File: src/rtl/button_debounce.sv
// ----------------------------------------------------------------------------
// button_debounce
//
// Front end for the 4-bit adder demo board. The seven raw push-buttons pass
// through an optional two-flop synchronizer. Each one is then debounced by its
// own counter. A debounced level only changes after the sampled input has
// disagreed with it for DEBOUNCE_CYCLES consecutive clock edges. Each
// debounced edge produces a one-cycle press or release pulse. Buttons
// {2,5,4,6} form the adder b-operand. Any change of an operand bit raises a
// single one-cycle operand_valid strobe.
//
// Build option:
//   BUTTON_DEBOUNCE_SYNC_EN  defined   -> two-flop synchronizer in front of the
//                                         debouncers. Raw edge to btn_stable
//                                         latency is DEBOUNCE_CYCLES+2 edges.
//                            undefined -> BUTTON feeds the debouncers directly.
//                                         Latency is DEBOUNCE_CYCLES edges.
//                                         Use this build only with stimulus
//                                         that is already synchronous to clk.
//
// Parameters:
//   DEBOUNCE_CYCLES  consecutive disagreeing edges needed to flip (2..65535)
//   CNT_W            per-button counter width, derived from DEBOUNCE_CYCLES
//
// Ports:
//   clk            system clock, all state updates on the rising edge
//   rst_n          synchronous reset, active-low
//   BUTTON[6:0]    raw asynchronous bouncing button levels, 1 = pressed
//   btn_stable     debounced button levels
//   btn_press      one-cycle pulse on each debounced 0->1 transition
//   btn_release    one-cycle pulse on each debounced 1->0 transition
//   operand[3:0]   {btn_stable[2], btn_stable[5], btn_stable[4], btn_stable[6]}
//   operand_valid  one-cycle pulse whenever any operand bit changes
// ----------------------------------------------------------------------------
module button_debounce #(
    parameter int DEBOUNCE_CYCLES = 16,
    parameter int CNT_W           = $clog2(DEBOUNCE_CYCLES)
) (
    input  logic       clk,
    input  logic       rst_n,
    input  logic [6:0] BUTTON,
    output logic [6:0] btn_stable,
    output logic [6:0] btn_press,
    output logic [6:0] btn_release,
    output logic [3:0] operand,
    output logic       operand_valid
);

    localparam int              NBTN     = 7;
    localparam logic [CNT_W-1:0] CNT_LAST = CNT_W'(DEBOUNCE_CYCLES - 1);
    // Buttons that feed the adder operand: bits 6, 5, 4 and 2.
    localparam logic [NBTN-1:0] OPERAND_MASK = 7'b1110100;

    // Next count for one channel. The count restarts on agreement and also
    // on the edge that flips the debounced level, so it never passes CNT_LAST.
    function automatic logic [CNT_W-1:0] cnt_advance(
        input logic [CNT_W-1:0] cur,
        input logic             differ
    );
        if (!differ || (cur == CNT_LAST)) begin
            return '0;
        end
        return cur + CNT_W'(1);
    endfunction

    // A channel flips on its DEBOUNCE_CYCLES-th consecutive disagreeing edge.
    function automatic logic cnt_expired(
        input logic [CNT_W-1:0] cur,
        input logic             differ
    );
        return differ && (cur == CNT_LAST);
    endfunction

    logic [NBTN-1:0]  samp;
    logic [NBTN-1:0]  differ;
    logic [NBTN-1:0]  flip;
    logic [CNT_W-1:0] cnt      [NBTN];
    logic [CNT_W-1:0] cnt_next [NBTN];

    // ---- stage p0/p1: metastability synchronizer --------------------------
`ifdef BUTTON_DEBOUNCE_SYNC_EN
    logic [NBTN-1:0] sync_p0;
    logic [NBTN-1:0] sync_p1;

    always_ff @(posedge clk) begin
        if (!rst_n) begin
            sync_p0 <= '0;
            sync_p1 <= '0;
        end else begin
            sync_p0 <= BUTTON;
            sync_p1 <= sync_p0;
        end
    end

    assign samp = sync_p1;
`else
    assign samp = BUTTON;
`endif

    // ---- stage p2: per-button debounce counters ---------------------------
    assign differ = samp ^ btn_stable;

    always_comb begin
        flip = '0;
        for (int i = 0; i < NBTN; i++) begin
            cnt_next[i] = cnt_advance(cnt[i], differ[i]);
            flip[i]     = cnt_expired(cnt[i], differ[i]);
        end
    end

    // A flip always moves btn_stable to the sampled level. So samp tells
    // whether the flip is a press or a release.
    always_ff @(posedge clk) begin
        if (!rst_n) begin
            for (int i = 0; i < NBTN; i++) begin
                cnt[i] <= '0;
            end
            btn_stable    <= '0;
            btn_press     <= '0;
            btn_release   <= '0;
            operand_valid <= 1'b0;
        end else begin
            for (int i = 0; i < NBTN; i++) begin
                cnt[i] <= cnt_next[i];
            end
            btn_stable    <= btn_stable ^ flip;
            btn_press     <= flip & samp;
            btn_release   <= flip & ~samp;
            operand_valid <= |(flip & OPERAND_MASK);
        end
    end

    assign operand = {btn_stable[2], btn_stable[5], btn_stable[4], btn_stable[6]};

endmodule

File: config.mk
export PLATFORM = sky130hd
export DESIGN_NAME = button_debounce
export DESIGN_NICKNAME = d
export VERILOG_FILES = /design/src/rtl/button_debounce.sv
export SDC_FILE = /design/constraint.sdc
export NUM_CORES = 1
export LEC_CHECK = 0
export BUFFER_PORTS_ARGS = -buffer_cell sky130_fd_sc_hd__clkbuf_2
export CAP_MARGIN = 20
export CORE_UTILIZATION = 55
export CTS_CLUSTER_SIZE = 40
export DETAILED_ROUTE_END_ITERATION = 7
export GPL_TIMING_DRIVEN = 0
export PLACE_DENSITY = 0.88
export REMOVE_ABC_BUFFERS = 1
export SLEW_MARGIN = 20
export SYNTH_ARGS = -nofsm -noshare
export SYNTH_HDL_FRONTEND = slang
export SYNTH_SLANG_ARGS = --single-unit
File: constraint.sdc
create_clock -name clk -period 3.1 [get_ports clk]
set_input_delay 0.93 -clock clk [delete_from_list [all_inputs] [get_ports clk]]
set_output_delay 0.93 -clock clk [all_outputs]
set_load 0.01 [all_outputs]
==> PnR_summary.wiki <==
{| class="wikitable"
! Metric !! Value
|-
| Result of the run || finished, final reports clean
|-
| First-pass GRT wire length || 4640 um
|-
| Worst hold path class || reg -> reg
|-
| Multi-input gate area in the final layout || 779 um^2
|-
| Area of placed instances || 0.00203 mm^2
|-
| Maximum buffer depth of the clock tree || 2
|-
| Remaining antenna violation count after routing || 0
|-
| Clock Pin Slew Worst Setup and Hold Paths || 0.13 ns
|-
| Unrepaired setup endpoints after global routing || no
|-
| Final Hold Vio Count || 0
|-
| Root Driver || sky130_fd_sc_hd__clkbuf_4
|-
| Cell leakage power || 0.914 nW
|-
| Total Negative Setup Slacks || 0 ns
|-
| Most frequent standard cell in the layout excluding fill and tap cells || sky130_fd_sc_hd__dfxtp_1
|-
| Number of different library cells in the post-synthesis netlist || 18
|-
| Netlist Area Pre-Place || 0.00185 mm^2
|-
| Via count of the first global-routing pass || 1184
|-
| H-tree levels || 2
|-
| Final clock skew || 0.00222 ns
|-
| Final Instance Area || 0.00209 mm^2
|-
| Die Width || 60.0 um
|-
| # fillers || 248
|-
| Post-detailed-route DRC marker count || 0
|-
| Core Area || 0.00313 mm^2
|-
| Remaining global-route overflow || 0
|-
| Share of layout cells above drive strength 1 || 0.191
|-
| Critical path type || reg -> out
|-
| Overall routing resource usage || 0.174
|-
| Required time of the critical path || 2.17 ns
|-
| Vias || 1256
|-
| Max-Slew Margin vs Limit || 0.724
|-
| Number of detailed-route iterations in the first pass || 4
|-
| Final Cycle Share || 0.612
|-
| Iteration-0 DRC count of the detailed router || 42
|-
| Reported max-cap violation count || 0
|-
| Clock Sink Count || 50
|-
| Die Span Y || 60.0 um
|-
| Placer Congestion || 0.759
|-
| Maximum number of pins on one net before global-route repair || 24
|-
| Final setup viols || 0
|-
| CTS Buf Count || 5
|-
| Series of cell instances along the critical path || clkbuf_2
|-
| Critical Path Source Type || register
|-
| Final period demand of the worst path || 1.90 ns
|-
| Maximum fanout along the worst path || 6
|-
| Cell count after placement || 251
|-
| Number of core rows || 20
|-
| Cells resized by post-CTS repair || 0
|-
| Number of warnings printed during yosys synthesis || 0
|-
| Clock latency reported for the late side of the worst-skew pair || 0.35 ns
|-
| Diodes inserted || 0
|-
| Register-to-Register Setup Slack || 1.86 ns
|-
| Slowest Stage Delay on Critical Path || 0.45 ns
|-
| Kind of end point of the critical path || primary output
|-
| Die area || 0.00361 mm^2
|-
| Reg2Reg Depth || 4
|-
| Top delay family on crit path || flip-flops
|-
| WL per Instance || 10.2 um
|-
| Non-filler cells in the finished layout || 259
|-
| Area delta synth->final || 12.9%
|-
| Final HPWL from detailed placement || 1880 um
|-
| CTS tree || built
|-
| Number of buffers and inverters on the critical path || 1
|-
| Power Dens Cells || 475 mW/mm^2
|-
| Net count of the finished layout || 230
|-
| Final routed wirelength across all metal layers || 2640 um
|-
| Number of ports placed on the die boundary || 35
|-
| Peak supply drop || 0.000348 V
|-
| Worst Hold Slack || 0.457 ns
|-
| Max-slew violations || 0
|-
| F_max || 0.527 GHz
|-
| Number of gates on the worst path with buffers counted || 1
|-
| Commonest cells after routing, fill and taps aside || sky130_fd_sc_hd__dfxtp_1 (50), sky130_fd_sc_hd__clkbuf_2 (34), sky130_fd_sc_hd__nor2_1 (28), sky130_fd_sc_hd__nand3_1 (18), sky130_fd_sc_hd__nor3b_1 (14)
|-
| End of the worst register-to-register path || operand_valid$_SDFF_PN0_
|-
| Starting utilization of the core area || 0.592
|-
| # port buffers || 34
|-
| Share of synthesized area occupied by flip-flops and latches || 0.540
|-
| Number of synthesized register bits || 50
|-
| Average size of a mapped cell || 10.4 um^2
|-
| Instance count of the mapped netlist || 179
|-
| Arrival time of data at the critical path endpoint || 0.97 ns
|-
| Hold buffer count at cts || 0
|-
| Pin slew with the least headroom to its limit || 0.414 ns
|-
| Area taken by flip-flops and latches || 0.00100 mm^2
|-
| Vias per inst || 4.85
|-
| CP max-delay cell || sky130_fd_sc_hd__dfxtp_1
|-
| Origin of the critical flop-to-flop path || cnt[2][0]$_SDFF_PP0_
|-
| Count of buffers added by post-CTS timing repair for setup || 0
|-
| Critical path destination || operand[1]
|-
| Number of antenna violations at the first check in global routing || 0
|}
-- per-stage QoR --
step / utilization / worst slack [ns] / total power [mW]
floorplan: - / 1.50 / 0.695
finish: 0.669 / 1.20 / 0.993
CTS: 0.669 / 1.19 / 1.00
detailed placement: 0.650 / 1.34 / 0.712
global placement: 0.650 / 1.33 / 0.710
global route: 0.669 / 1.11 / 1.04
-- kinds of logic (layout without fill, tap and decap cells) --
kind of cell | after synthesis | count (layout) | share of synthesized area
compound gates | 2 | 2 | 0.00811
xor+xnor | 21 | 21 | 0.0993
fa+ha+maj | 7 | 7 | 0.0473
buf+inv | 13 | 49 | 0.0392
flops | 50 | 50 | 0.540
mux | 7 | 7 | 0.0378
simple gates | 79 | 79 | 0.228
-- cell usage after synthesis, drive strengths merged --
master	n	share of area
buf	6	0.025
ha	7	0.047
o31a	1	0.0047
nand4	7	0.024
nand3b	3	0.012
xor2	12	0.057
nor2	28	0.057
dfxtp	50	0.54
nand3	18	0.049
nor3b	14	0.057
nor2b	8	0.027
inv	7	0.014
and3	1	0.0034
o22ai	1	0.0034
mux2i	7	0.038
xnor2	9	0.043
-- layout make-up --
| type | count | area share |
|---|---|---|
| Clock buffer | 7 | 0.0263 |
| Multi-Input combinational cell | 116 | 0.373 |
| Sequential cell | 50 | 0.478 |
| Timing Repair Buffer | 34 | 0.0813 |
| Clock inverter | 1 | 0.00239 |
| Inverter | 7 | 0.0126 |
| Tap cell | 44 | 0.0263 |
-- per-layer routing --
layer	routed length, um	GRT usage	part of all wire	vias up
li1	-	-	-	665
met1	1380	0.216	0.52	548
met2	1110	0.271	0.42	37
met3	128	0.0628	0.048	6
met4	29	0.0764	0.011	0
met5	0	0	0	-
-- worst reg2reg max path, stage by stage (launching register included) --
cell and delay (ns):
sky130_fd_sc_hd__dfxtp_1 0.35, sky130_fd_sc_hd__ha_1 0.23, sky130_fd_sc_hd__nand3_1 0.15, sky130_fd_sc_hd__o22ai_1 0.11, sky130_fd_sc_hd__o31a_1 0.30
-- where the power goes --
group          internal [mW]  switching, mW  leakage [nW]
logic                 0.0171         0.0225         0.474
registers              0.652        0.00616         0.405
clock network          0.110          0.185        0.0353
total                  0.779          0.214         0.914
-- how the worst min path moves through the flow --
stage,start,end,cells after the start
after detailed placement,cnt[4][0]$_SDFF_PP0_,cnt[4][0]$_SDFF_PP0_,1
after global placement,cnt[3][0]$_SDFF_PP0_,cnt[3][0]$_SDFF_PP0_,1
after global routing,cnt[6][0]$_SDFF_PP0_,cnt[6][0]$_SDFF_PP0_,1
after floorplan,cnt[4][0]$_SDFF_PP0_,cnt[4][0]$_SDFF_PP0_,1
after CTS,cnt[2][0]$_SDFF_PP0_,cnt[2][0]$_SDFF_PP0_,1
final,cnt[2][0]$_SDFF_PP0_,cnt[2][0]$_SDFF_PP0_,1
(Power assumes the default switching activity.)
